[src/rtl/down_count_timer_if.sv]
// Control and status bundle for the down_count_timer.
// No latency of its own: the interface only groups wires.
// No backpressure: every signal is a level or a single-cycle pulse.
interface down_count_timer_if #(
    parameter int COUNT_WIDTH = 12
);
    logic                   i_load;
    logic [COUNT_WIDTH-1:0] i_load_value;
    logic                   i_start;
    logic                   i_pause;
    logic [COUNT_WIDTH-1:0] o_count;
    logic                   o_running;
    logic                   o_done;
    logic                   o_zero;

    // Controller side: drives commands, observes timer status
    modport master (
        output i_load, i_load_value, i_start, i_pause,
        input  o_count, o_running, o_done, o_zero
    );

    // Timer side: consumes commands, reports status
    modport slave (
        input  i_load, i_load_value, i_start, i_pause,
        output o_count, o_running, o_done, o_zero
    );
endinterface

[src/rtl/down_count_timer.sv]
// Programmable countdown timer: loads a value, decrements it once per prescaler tick, pulses done at zero.
// Latency: load/start act at the sampling edge; first decrement TICK_DIV edges after start is sampled.
// No backpressure: commands are sampled every cycle; pause/resume keeps partial prescaler progress.
module down_count_timer #(
    parameter int TICK_DIV    = 8388608,
    parameter int COUNT_WIDTH = 12
) (
    input  logic               i_clk,
    input  logic               i_rst,
    down_count_timer_if.slave  bus
);
    // Prescaler holds values 0..TICK_DIV-1; keep at least one bit for TICK_DIV=1.
    localparam int PW = (TICK_DIV > 1) ? $clog2(TICK_DIV) : 1;
    localparam logic [PW-1:0] TICK_MAX = PW'(TICK_DIV - 1);

    typedef enum logic [1:0] {
        IDLE    = 2'd0,
        RUN     = 2'd1,
        PAUSED  = 2'd2,
        EXPIRED = 2'd3
    } state_t;

    state_t                 r_state;
    logic [COUNT_WIDTH-1:0] r_count;
    logic [PW-1:0]          r_prescale;
    logic                   r_running;
    logic                   r_done;
    logic                   w_tick;

    // A tick only exists while running and the prescaler is at its last value.
    assign w_tick = (r_state == RUN) && (r_prescale == TICK_MAX);

    // Timer FSM: reset beats load, load beats every state-specific action.
    always_ff @(posedge i_clk) begin
        if (i_rst) begin
            r_state    <= IDLE;
            r_count    <= '0;
            r_prescale <= '0;
            r_running  <= 1'b0;
            r_done     <= 1'b0;
        end else if (bus.i_load) begin
            r_state    <= IDLE;
            r_count    <= bus.i_load_value;
            r_prescale <= '0;
            r_running  <= 1'b0;
            r_done     <= 1'b0;
        end else begin
            r_done <= 1'b0;
            case (r_state)
                IDLE: begin
                    // Starting from zero would expire instantly; treat it as a no-op.
                    if (bus.i_start && (r_count != '0)) begin
                        r_state    <= RUN;
                        r_prescale <= '0;
                        r_running  <= 1'b1;
                    end
                end
                RUN: begin
                    if (w_tick) begin
                        r_prescale <= '0;
                        if (r_count != '0) begin
                            r_count <= r_count - 1'b1;
                        end
                    end else begin
                        r_prescale <= r_prescale + PW'(1);
                    end
                    // Expiry wins over pause; a pause coinciding with a tick still decrements.
                    if (w_tick && (r_count == COUNT_WIDTH'(1))) begin
                        r_state   <= EXPIRED;
                        r_running <= 1'b0;
                        r_done    <= 1'b1;
                    end else if (bus.i_pause) begin
                        r_state   <= PAUSED;
                        r_running <= 1'b0;
                    end
                end
                PAUSED: begin
                    // Prescaler is left untouched so the partial tick carries over.
                    if (bus.i_start) begin
                        r_state   <= RUN;
                        r_running <= 1'b1;
                    end
                end
                EXPIRED: begin
                    // Parked at zero until load or reset.
                    r_state <= EXPIRED;
                end
                default: begin
                    r_state   <= IDLE;
                    r_running <= 1'b0;
                end
            endcase
        end
    end

    assign bus.o_count   = r_count;
    assign bus.o_running = r_running;
    assign bus.o_done    = r_done;
    assign bus.o_zero    = (r_count == '0);
endmodule

[src/flat_wrapper.sv]
// flat-port wrapper written by rule: the top's interface ports become plain ports
module down_count_timer_flat 
#(
    parameter int TICK_DIV    = 8388608,
    parameter int COUNT_WIDTH = 12
)
  (i_clk, i_rst, bus_i_load, bus_i_load_value, bus_i_start, bus_i_pause, bus_o_count, bus_o_running, bus_o_done, bus_o_zero);
  down_count_timer_if #(.COUNT_WIDTH(COUNT_WIDTH)) bus_i ();
  input  logic i_clk;
  input  logic i_rst;
  input wire logic [$bits(bus_i.i_load)-1:0] bus_i_load;
  input wire logic [$bits(bus_i.i_load_value)-1:0] bus_i_load_value;
  input wire logic [$bits(bus_i.i_start)-1:0] bus_i_start;
  input wire logic [$bits(bus_i.i_pause)-1:0] bus_i_pause;
  output wire logic [$bits(bus_i.o_count)-1:0] bus_o_count;
  output wire logic [$bits(bus_i.o_running)-1:0] bus_o_running;
  output wire logic [$bits(bus_i.o_done)-1:0] bus_o_done;
  output wire logic [$bits(bus_i.o_zero)-1:0] bus_o_zero;
  assign bus_i.i_load = bus_i_load;
  assign bus_i.i_load_value = bus_i_load_value;
  assign bus_i.i_start = bus_i_start;
  assign bus_i.i_pause = bus_i_pause;
  assign bus_o_count = bus_i.o_count;
  assign bus_o_running = bus_i.o_running;
  assign bus_o_done = bus_i.o_done;
  assign bus_o_zero = bus_i.o_zero;
  down_count_timer #(.TICK_DIV(TICK_DIV), .COUNT_WIDTH(COUNT_WIDTH)) u_core (.i_clk(i_clk), .i_rst(i_rst), .bus(bus_i));
endmodule
[config.mk]
export PLATFORM = sky130hd
export DESIGN_NAME = down_count_timer_flat
export DESIGN_NICKNAME = d
export VERILOG_FILES = /design/src/rtl/down_count_timer_if.sv /design/src/rtl/down_count_timer.sv /design/src/flat_wrapper.sv
export SDC_FILE = /design/constraint.sdc
export NUM_CORES = 1
export LEC_CHECK = 0
export CAP_MARGIN = 20
export CORE_AREA = 3 3 76 78
export DETAILED_ROUTE_END_ITERATION = 8
export DIE_AREA = 0 0 79 81
export MAX_ROUTING_LAYER = met4
export PLACE_DENSITY = 0.68
export SETUP_SLACK_MARGIN = 0.15
export SYNTH_ARGS = -nofsm -noshare
export SYNTH_HDL_FRONTEND = slang
export SYNTH_SLANG_ARGS = --single-unit
[constraint.sdc]
create_clock -name i_clk -period 3.7 [get_ports i_clk]
set_input_delay 0.37 -clock i_clk [delete_from_list [all_inputs] [get_ports i_clk]]
set_output_delay 0.37 -clock i_clk [all_outputs]
set_load 0.1 [all_outputs]
Word-level counts from Yosys, hierarchy flattened --
Index checks and enable logic that the tools add are counted.
Word-level totals: flip-flop bits (word level) 39, input bits 17, output and inout bits 15, logic and storage cells 51
Operators by class: add/sub/neg operators 2, equality and inequality tests 8, multiplexer cells 18, bitwise gates (word level) 1, reductions and logical operators 17
Operator list (count):
- 2-to-1 mux 12 bit | 4
- 2-to-1 mux 23 bit | 2
- one-hot mux 23 bit (2 select lines) | 1
- adder 23 x 1 -> 23 bit (second input constant) | 1
- == test 23 bit (second input constant) | 1
- == test 12 x 1 -> 1 bit (second input constant) | 1
- zero test 12 bit | 1
- nonzero test 12 bit | 1
- subtractor 12 x 1 -> 12 bit (second input constant) | 1
- 2-to-1 mux 2 bit | 4
- one-hot mux 2 bit (4 select lines) | 1
- nonzero test 2 bit | 4
- AND reduction 3 bit | 2
- 2-to-1 mux 1 bit | 5
- == test 2 bit (second input constant) | 2
- AND reduction 4 bit | 1
- logical AND 1 bit | 3
- != test 3 bit (second input constant) | 1
- one-hot mux 1 bit (3 select lines) | 1
- nonzero test 3 bit | 1
- OR reduction 3 bit | 1
- == test 2 x 1 -> 1 bit (second input constant) | 1
- zero test 2 bit | 1
- != test 2 x 1 -> 1 bit (second input constant) | 1
- other kinds (4) | 4

Logic depth before layout (Yosys ltp) --
Gate-level depths: netlist of the first run.
word-level depth 5, mapped depth 8

Worst setup path before layout of the first run --
OpenSTA, ideal clock, no wires.
kind register -> register, from register u_core.r_count[0], in the netlist u_core.bus.o_count[0], to register u_core.r_state[0], arrival time 4.531 ns, data required time 3.575 ns, setup slack -0.956 ns, cell stages (with the launch flop) 8, buffers on the path 0, period minus slack after synthesis 4.656 ns, cells stage by stage dfxtp_1 inv_1 ha_1 or4b_1 nor3_1 a21boi_1 a41oi_1 a31oi_1
Between the ends: longest elaborated chain between the ends 4, elaborated cells between the ends (all ways) 9, classes of those cells 3 x eq/ne; 2 x mux; 4 x reduce/logical
RTL lines:
- start: declaration | RTL line down_count_timer.sv:24 | logic [COUNT_WIDTH-1:0] r_count;
- start signal: assignment | RTL line down_count_timer.sv:43 | r_count <= bus.i_load_value;
- start signal: assignment | RTL line down_count_timer.sv:62 | r_count <= r_count - 1'b1;
- == test 12 x 1 -> 1 bit or nonzero test 12 bit (tied branches) | RTL line down_count_timer.sv:68, down_count_timer.sv:52
- logical AND 1 bit (on tied branches) | RTL line down_count_timer.sv:68, down_count_timer.sv:52
- 2-to-1 mux 2 bit (tied with other cells) | RTL line down_count_timer.sv:68 | if (w_tick && (r_count == COUNT_WIDTH'(1))) begin
- one-hot mux 2 bit (4 select lines) or AND reduction 3 bit (tied branches)
- end signal: assignment | RTL line down_count_timer.sv:53 | r_state <= RUN;
- end signal: assignment | RTL line down_count_timer.sv:69 | r_state <= EXPIRED;
- end signal: assignment | RTL line down_count_timer.sv:73 | r_state <= PAUSED;
- end: declaration | RTL line down_count_timer.sv:23 | state_t r_state;
Several ways; a longest one is shown, not always the timed one. A chain may end at the register's enable or synchronous reset.

Final worst setup path of the first run --
from register u_core.r_prescale[0], to register u_core.r_count[4], in the netlist u_core.bus.o_count[4]
Between the ends: longest elaborated chain between the ends 4
RTL lines:
- start: declaration | RTL line down_count_timer.sv:25 | logic [PW-1:0] r_prescale;
- start signal: assignment | RTL line down_count_timer.sv:65 | r_prescale <= r_prescale + PW'(1);
- == test 23 bit | RTL line down_count_timer.sv:31 | assign w_tick = (r_state == RUN) && (r_prescale == TICK_MAX);
- logical AND 1 bit | RTL line down_count_timer.sv:31
- nonzero test 2 bit (no source line)
- AND reduction 3 bit (no source line)
Every way passes these cells.

==> reports/metrics.csv, run 1 <==
metric,value,unit
grt_setup_unrepaired,false,
grtUsageMet3,3.104,%
placed_area,2669,um2
ctsResizeCount,0,
totalWireLength,6074,um
antenna_found_initial,0,
nets,335,
drive_gt1_share,6.032,%
synthesis.nets,309,
rr_worst_depth,6,
p_seq_share,47.9,%
period_minus_slack,2.763,ns
nFillCells,533,
htreeDepth,2,
maxCapViolations,0,
hold_path.class,reg2reg,
fin_area,2750,um2
regToRegSetupSlack,0.94,ns
hold_end,u_core.r_prescale[19],
max_clock_freq,361.9,MHz
vias_per_cell,6.031,
grt_start_max_net_pins,30,
p_leak,0.9302,nW
post_cts_buffers,0,
start_util,44.89,%
dpl.hpwl,4390,um
clock_latency,0.28,ns
synthCells,288,
synth_top_flop_cell,dfxtp_1,
die_w,79,um
dr_total_vias,2322,
pwr-share-comb,21.8,%
die_area,6399,um2
required,3.88,ns
finalSetupViolCount,0,
final_max_slew_viol_count,0,
hp-start,u_core.r_prescale[19],
core,5140,um2
arrival,2.94,ns
portBuffers,31,
met2_usage,33.25,%
drtIter0Drc,103,
yosys_warnings,0,
setup_tns,0,ns
ant_nets,0,
drc,0,
synth.avg_cell_area,8.011,um2
drt-wirelength-per-cell,15.78,um
grt_pass1_wl,10450,um
finClkSkew,0.004330,ns
drtPass1Iterations,5,
path_max_fanout,21,
clockRootBuffer,clkbuf_8,
worstSetupPathType,reg2reg,
grt_pass1_vias,2184,
period_share,74.67,%
n_antenna_cell,0,
tightest_slew,0.9827,ns
grt-ovfl-total,0,
grt_util_met1,28.08,%
cts_buffers,5,
pwr-share-clk,30.2,%
switching_share,32.67,%
top_level_ports,32,
hold_path_depth,2,
net-switching-power,0.3025,mW
die_h,81,um
cts.sinks,39,
startpoint_type,flip-flop,
track_usage,20.69,%
rows,26,
synth-edff-count,0,
cts_tree,built,
grt_busiest_layer,met2,
peakVddDrop,258.2,uV
clk_pin_slew_worst_paths,0.08,ns
final-hold-violation-count,0,
synth.distinct_cells,51,
syn_area,2307,um2
outcome,finished clean,
synth_seq_cells,39,
routabilityCongestion,0.8274,
r2r-start,u_core.r_prescale[0],
cts.path.max_buffers,2,
crit_path_end_kind,flip-flop,
relSlewSlack,34.28,%
async_reset_ff_share,0,%
syn_to_final_growth,19.20,%
cellInternalPower,0.6234,mW
rr_endpoint,u_core.bus.o_count[4],
power.density,336.7,nW/um2
cts-hold-fix-buffers,0,
yosysSeqAreaShare,33.84,%
## power by group through the flow
| stage | clock network, mW | registers, mW | logic [mW] |
|---|---|---|---|
| floorplan | 0 | 0.518 | 0.0806 |
| global placement | 0 | 0.454 | 0.201 |
| detailed placement | 0 | 0.453 | 0.202 |
| CTS | 0.286 | 0.444 | 0.202 |
| global route | 0.300 | 0.446 | 0.217 |
| finish | 0.280 | 0.444 | 0.202 |
## layer usage
metal,routed length (um),share of wire (%)
met1,2837,47
met2,2881,47
met3,329,5.4
met4,25,0.41
met5,0,0
## worst max-delay path by stage
stage,from,to,depth (start not counted)
2_1_floorplan,u_core.bus.o_count[0],u_core.r_state[0],7
3_3_place_gp,u_core.r_prescale[0],u_core.bus.o_count[4],6
3_5_place_dp,u_core.r_prescale[0],u_core.bus.o_count[4],6
4_1_cts,u_core.r_prescale[0],u_core.bus.o_count[4],6
5_1_grt,u_core.r_prescale[0],u_core.bus.o_count[4],6
6_report,u_core.r_prescale[0],u_core.bus.o_count[4],6
## worst max-delay path: stages, from the launching register on
cell	delay, ns
dfxtp_1	0.41
ha_1	0.22
nand3_1	0.12
or4_1	0.72
or2_1	0.57
o31a_1	0.39
o31a_1	0.23
## synth_stat cells, types with 4 or more instances
cell type  instances  area share [%]
a41oi_1            4             1.5
and4_1             9             3.4
nand3_1           15             3.3
o31a_1             8             3.0
dfxtp_1           39              34
or3_1              5             1.4
a31oi_1           20             5.4
nor3_1            12             2.6
nand2_1           16             2.6
or4_1             10             3.3
o21a_1             4             1.3
nor2_1            17             2.8
nor2b_1            4             1.1
inv_1             21             3.4
ha_1               4             2.2
o31ai_1            5             1.6
nor4_1             7             1.9
a21oi_1           19             4.1
o21ai_0            6             1.3
nand4_1            9             2.4
xor2_1             5             1.9
clkbuf_1          11             1.8
## placed cells by master, fill, tap and decap left out, types with 3 or more instances in the layout
cell / n
or4_1: 10
nor2b_1: 4
nand3_1: 15
buf_4: 4
o21a_1: 4
nand4_1: 9
nor3_1: 11
o31ai_1: 5
nand2_1: 16
a41oi_1: 4
nand3b_1: 3
o21ai_0: 6
and4_1: 9
xor2_1: 5
clkdlybuf4s50_1: 30
o31a_1: 8
nor4_1: 7
dfxtp_1: 39
clkbuf_8: 5
a31oi_1: 20
nor2_1: 17
a21oi_1: 19
ha_1: 4
or3_1: 5
inv_1: 21
## per-stage QoR
stage	setup WS (ns)	hold slack, ns	util (%)	cells	power [mW]
floorplan	0.6318	0.4468	-	288	0.5985
global placement	1.042	0.4666	51.92	377	0.6541
detailed placement	0.9921	0.4681	51.92	377	0.6547
CTS	0.9726	0.4811	53.51	385	0.9317
global route	0.8031	0.5210	53.51	385	0.9638
finish	0.9372	0.4827	53.51	385	0.9259
## state kept, by name, summed over array words and instances (netlist names)
signal	cells
u_core.bus.o_running	1
u_core.bus.o_count	12
u_core.r_prescale	23
u_core.r_state	2
u_core.bus.o_done	1
## cell type report
type                    count  area (um2)  area share, %
flip-flops and latches     39       780.7          28.39
multi-input cells         213        1391          50.59
well taps                  70       87.58          3.185
inverters                  21       78.83          2.866
repair buffers             34       330.3          12.01
clock buffers               7       76.32          2.775
clock inverters             1       5.005         0.1820
## cells by family after synthesis
logic type | Yosys count | synth area share [%]
AND/OR/NAND/NOR | 119 | 29.93
AO/OA/AOI/OAI | 82 | 24.57
flip-flops | 39 | 33.84
buffers and inverters | 36 | 6.345
XOR/XNOR | 6 | 2.278
adder cells (fa/ha/maj) | 4 | 2.169
multiplexers | 2 | 0.8677
Note: power is estimated with default switching activity, not from simulation.
==> inputs of run 2 (changes only) <==
clock period = 2.55 ns   (was 3.7 ns; I/O delays follow)
==> reports/metrics.csv, run 2 (synthesis results as in run 1) <==
metric,value,unit,change
drive_gt1_share,19.31,%,+13 points
top_level_ports,32,,unchanged
grt_setup_unrepaired,false,,
cts.path.max_buffers,2,,unchanged
period_minus_slack,2.298,ns,
post_cts_buffers,0,,unchanged
cts.sinks,39,,unchanged
final-hold-violation-count,0,,unchanged
start_util,44.89,%,unchanged
dr_total_vias,2364,,+1.8%
hold_path_depth,2,,unchanged
dp_cells,383,,+1.6%
final_max_slew_viol_count,0,,unchanged
relSlewSlack,64.68,%,+30 points
regArea,803.3,um2,+2.9%
required,2.30,ns,-1.58 ns
core,5140,um2,unchanged
peakVddDrop,394.0,uV,+53%
setup_tns,0,ns,unchanged
rr_worst_depth,6,,unchanged
stdcell_count,391,,+1.6%
ctsResizeCount,0,,unchanged
syn_to_final_growth,23.64,%,
nets,341,,+1.8%
clockRootBuffer,clkbuf_8,,
outcome,finished clean,,
routabilityCongestion,0.8136,,-1.7%
hold_path.class,reg2reg,,
grt_pass1_vias,2254,,+3.2%
total_power,1.481,mW,+60%
cts_buffers,5,,unchanged
grt_start_max_net_pins,29,,-3.3%
grt_pass1_wl,10550,um,+0.93%
max_clock_freq,435.1,MHz,
top_register,u_core.r_prescale,,
cts-hold-fix-buffers,0,,unchanged
portBuffers,31,,unchanged
largest_register_ffs,23,,unchanged
n_antenna_cell,0,,unchanged
clock_latency,0.30,ns,+0.02 ns
die_area,6399,um2,unchanged
ant_nets,0,,unchanged
final_cell_mix,"dfxtp_1 (25), buf_4 (23), a31oi_1 (20), inv_1 (19), a21oi_1 (19)",,
clk_pin_slew_worst_paths,0.08,ns,about the same
totalWireLength,6096,um,+0.36%
die_h,81,um,unchanged
drtIter0Drc,181,,+76%
finalSetupViolCount,0,,unchanged
arrival,2.04,ns,-0.90 ns
vias_per_cell,6.046,,+0.25%
die_w,79,um,unchanged
startpoint_type,flip-flop,,
final_common_cell,dfxtp_1,,
nFillCells,523,,-1.9%
track_usage,21.24,%,+0.55 points
cts_tree,built,,
grt-ovfl-total,0,,unchanged
antenna_found_initial,0,,unchanged
tightest_slew,0.5278,ns,-0.4549 ns
htreeDepth,2,,unchanged
multi_input_area,1418,um2,+1.9%
crit_path_end_kind,primary output,,
dpl.hpwl,4569,um,+4.1%
path_max_fanout,6,,-71%
drt-wirelength-per-cell,15.59,um,-1.2%
rows,26,,unchanged
finClkSkew,0.01297,ns,+0.008644 ns
maxCapViolations,0,,unchanged
drtPass1Iterations,4,,-1
period_share,90.14,%,
power.density,519.0,nW/um2,+54%
drc,0,,unchanged
p_leak,1.008,nW,+8.3%
worstSetupPathType,reg2out,,
-- run 2: cell count changes in the layout (fill, tap and decap cells not counted), sizes merged --
cell	before	now
bufinv	0	1
clkbuf	7	5
buf	4	24
clkinv	1	2
clkdlybuf4s50	30	16
-- run 2: routing by layer --
layer  global-route usage, %  vias to the layer above  routed length, um
li1                        -                     1173                  -
met1                   26.15                     1125               2780
met2                   35.61                       58               2945
met3                   3.880                        8                281
met4                   6.357                        0                 88
met5                       -                        -                  0
-- run 2: report_power, final --
part	leakage, nW	internal, mW	switching (mW)
clock	0.0581	0.292	0.242
sequential	0.323	0.626	0.0209
combinational	0.627	0.0934	0.207
total	1.01	1.01	0.470
-- run 2: area by class of cell --
class,instances,share of cell area (%)
flip-flops and latches,39,28.16
repair buffers,40,12.37
inverters,21,2.763
multi-input cells,213,49.69
clock inverters,3,1.535
clock buffers,5,2.412
well taps,70,3.070
-- run 2: path summary, 6_finish.rpt --
check                                            from                     to  slack (ns)
worst max-delay path            u_core.bus.o_count[0]             bus_o_zero        0.25
worst min-delay path            u_core.r_prescale[19]  u_core.r_prescale[19]        0.48
worst max register to register   u_core.r_prescale[0]  u_core.bus.o_count[4]        0.33
worst min register to register  u_core.r_prescale[19]  u_core.r_prescale[19]        0.48
-- run 2: stage by stage --
step | setup slack, ns | hold slack (ns) | instance area (um2) | util (%)
global route | 0.1664 | 0.5341 | 2853 | 55.50
detailed placement | 0.2035 | 0.4694 | 2719 | 52.90
floorplan | -0.07725 | 0.3235 | 2346 | -
CTS | 0.1871 | 0.4824 | 2831 | 55.09
finish | 0.2515 | 0.4807 | 2853 | 55.50
global placement | 0.2875 | 0.4660 | 2719 | 52.90
-- run 2: critical path: stages (launching register included) --
cell	delay [ns]
dfxtp_4	0.36
inv_2	0.07
ha_1	0.14
or4b_4	0.52
nor3_4	0.41
buf_12	0.23
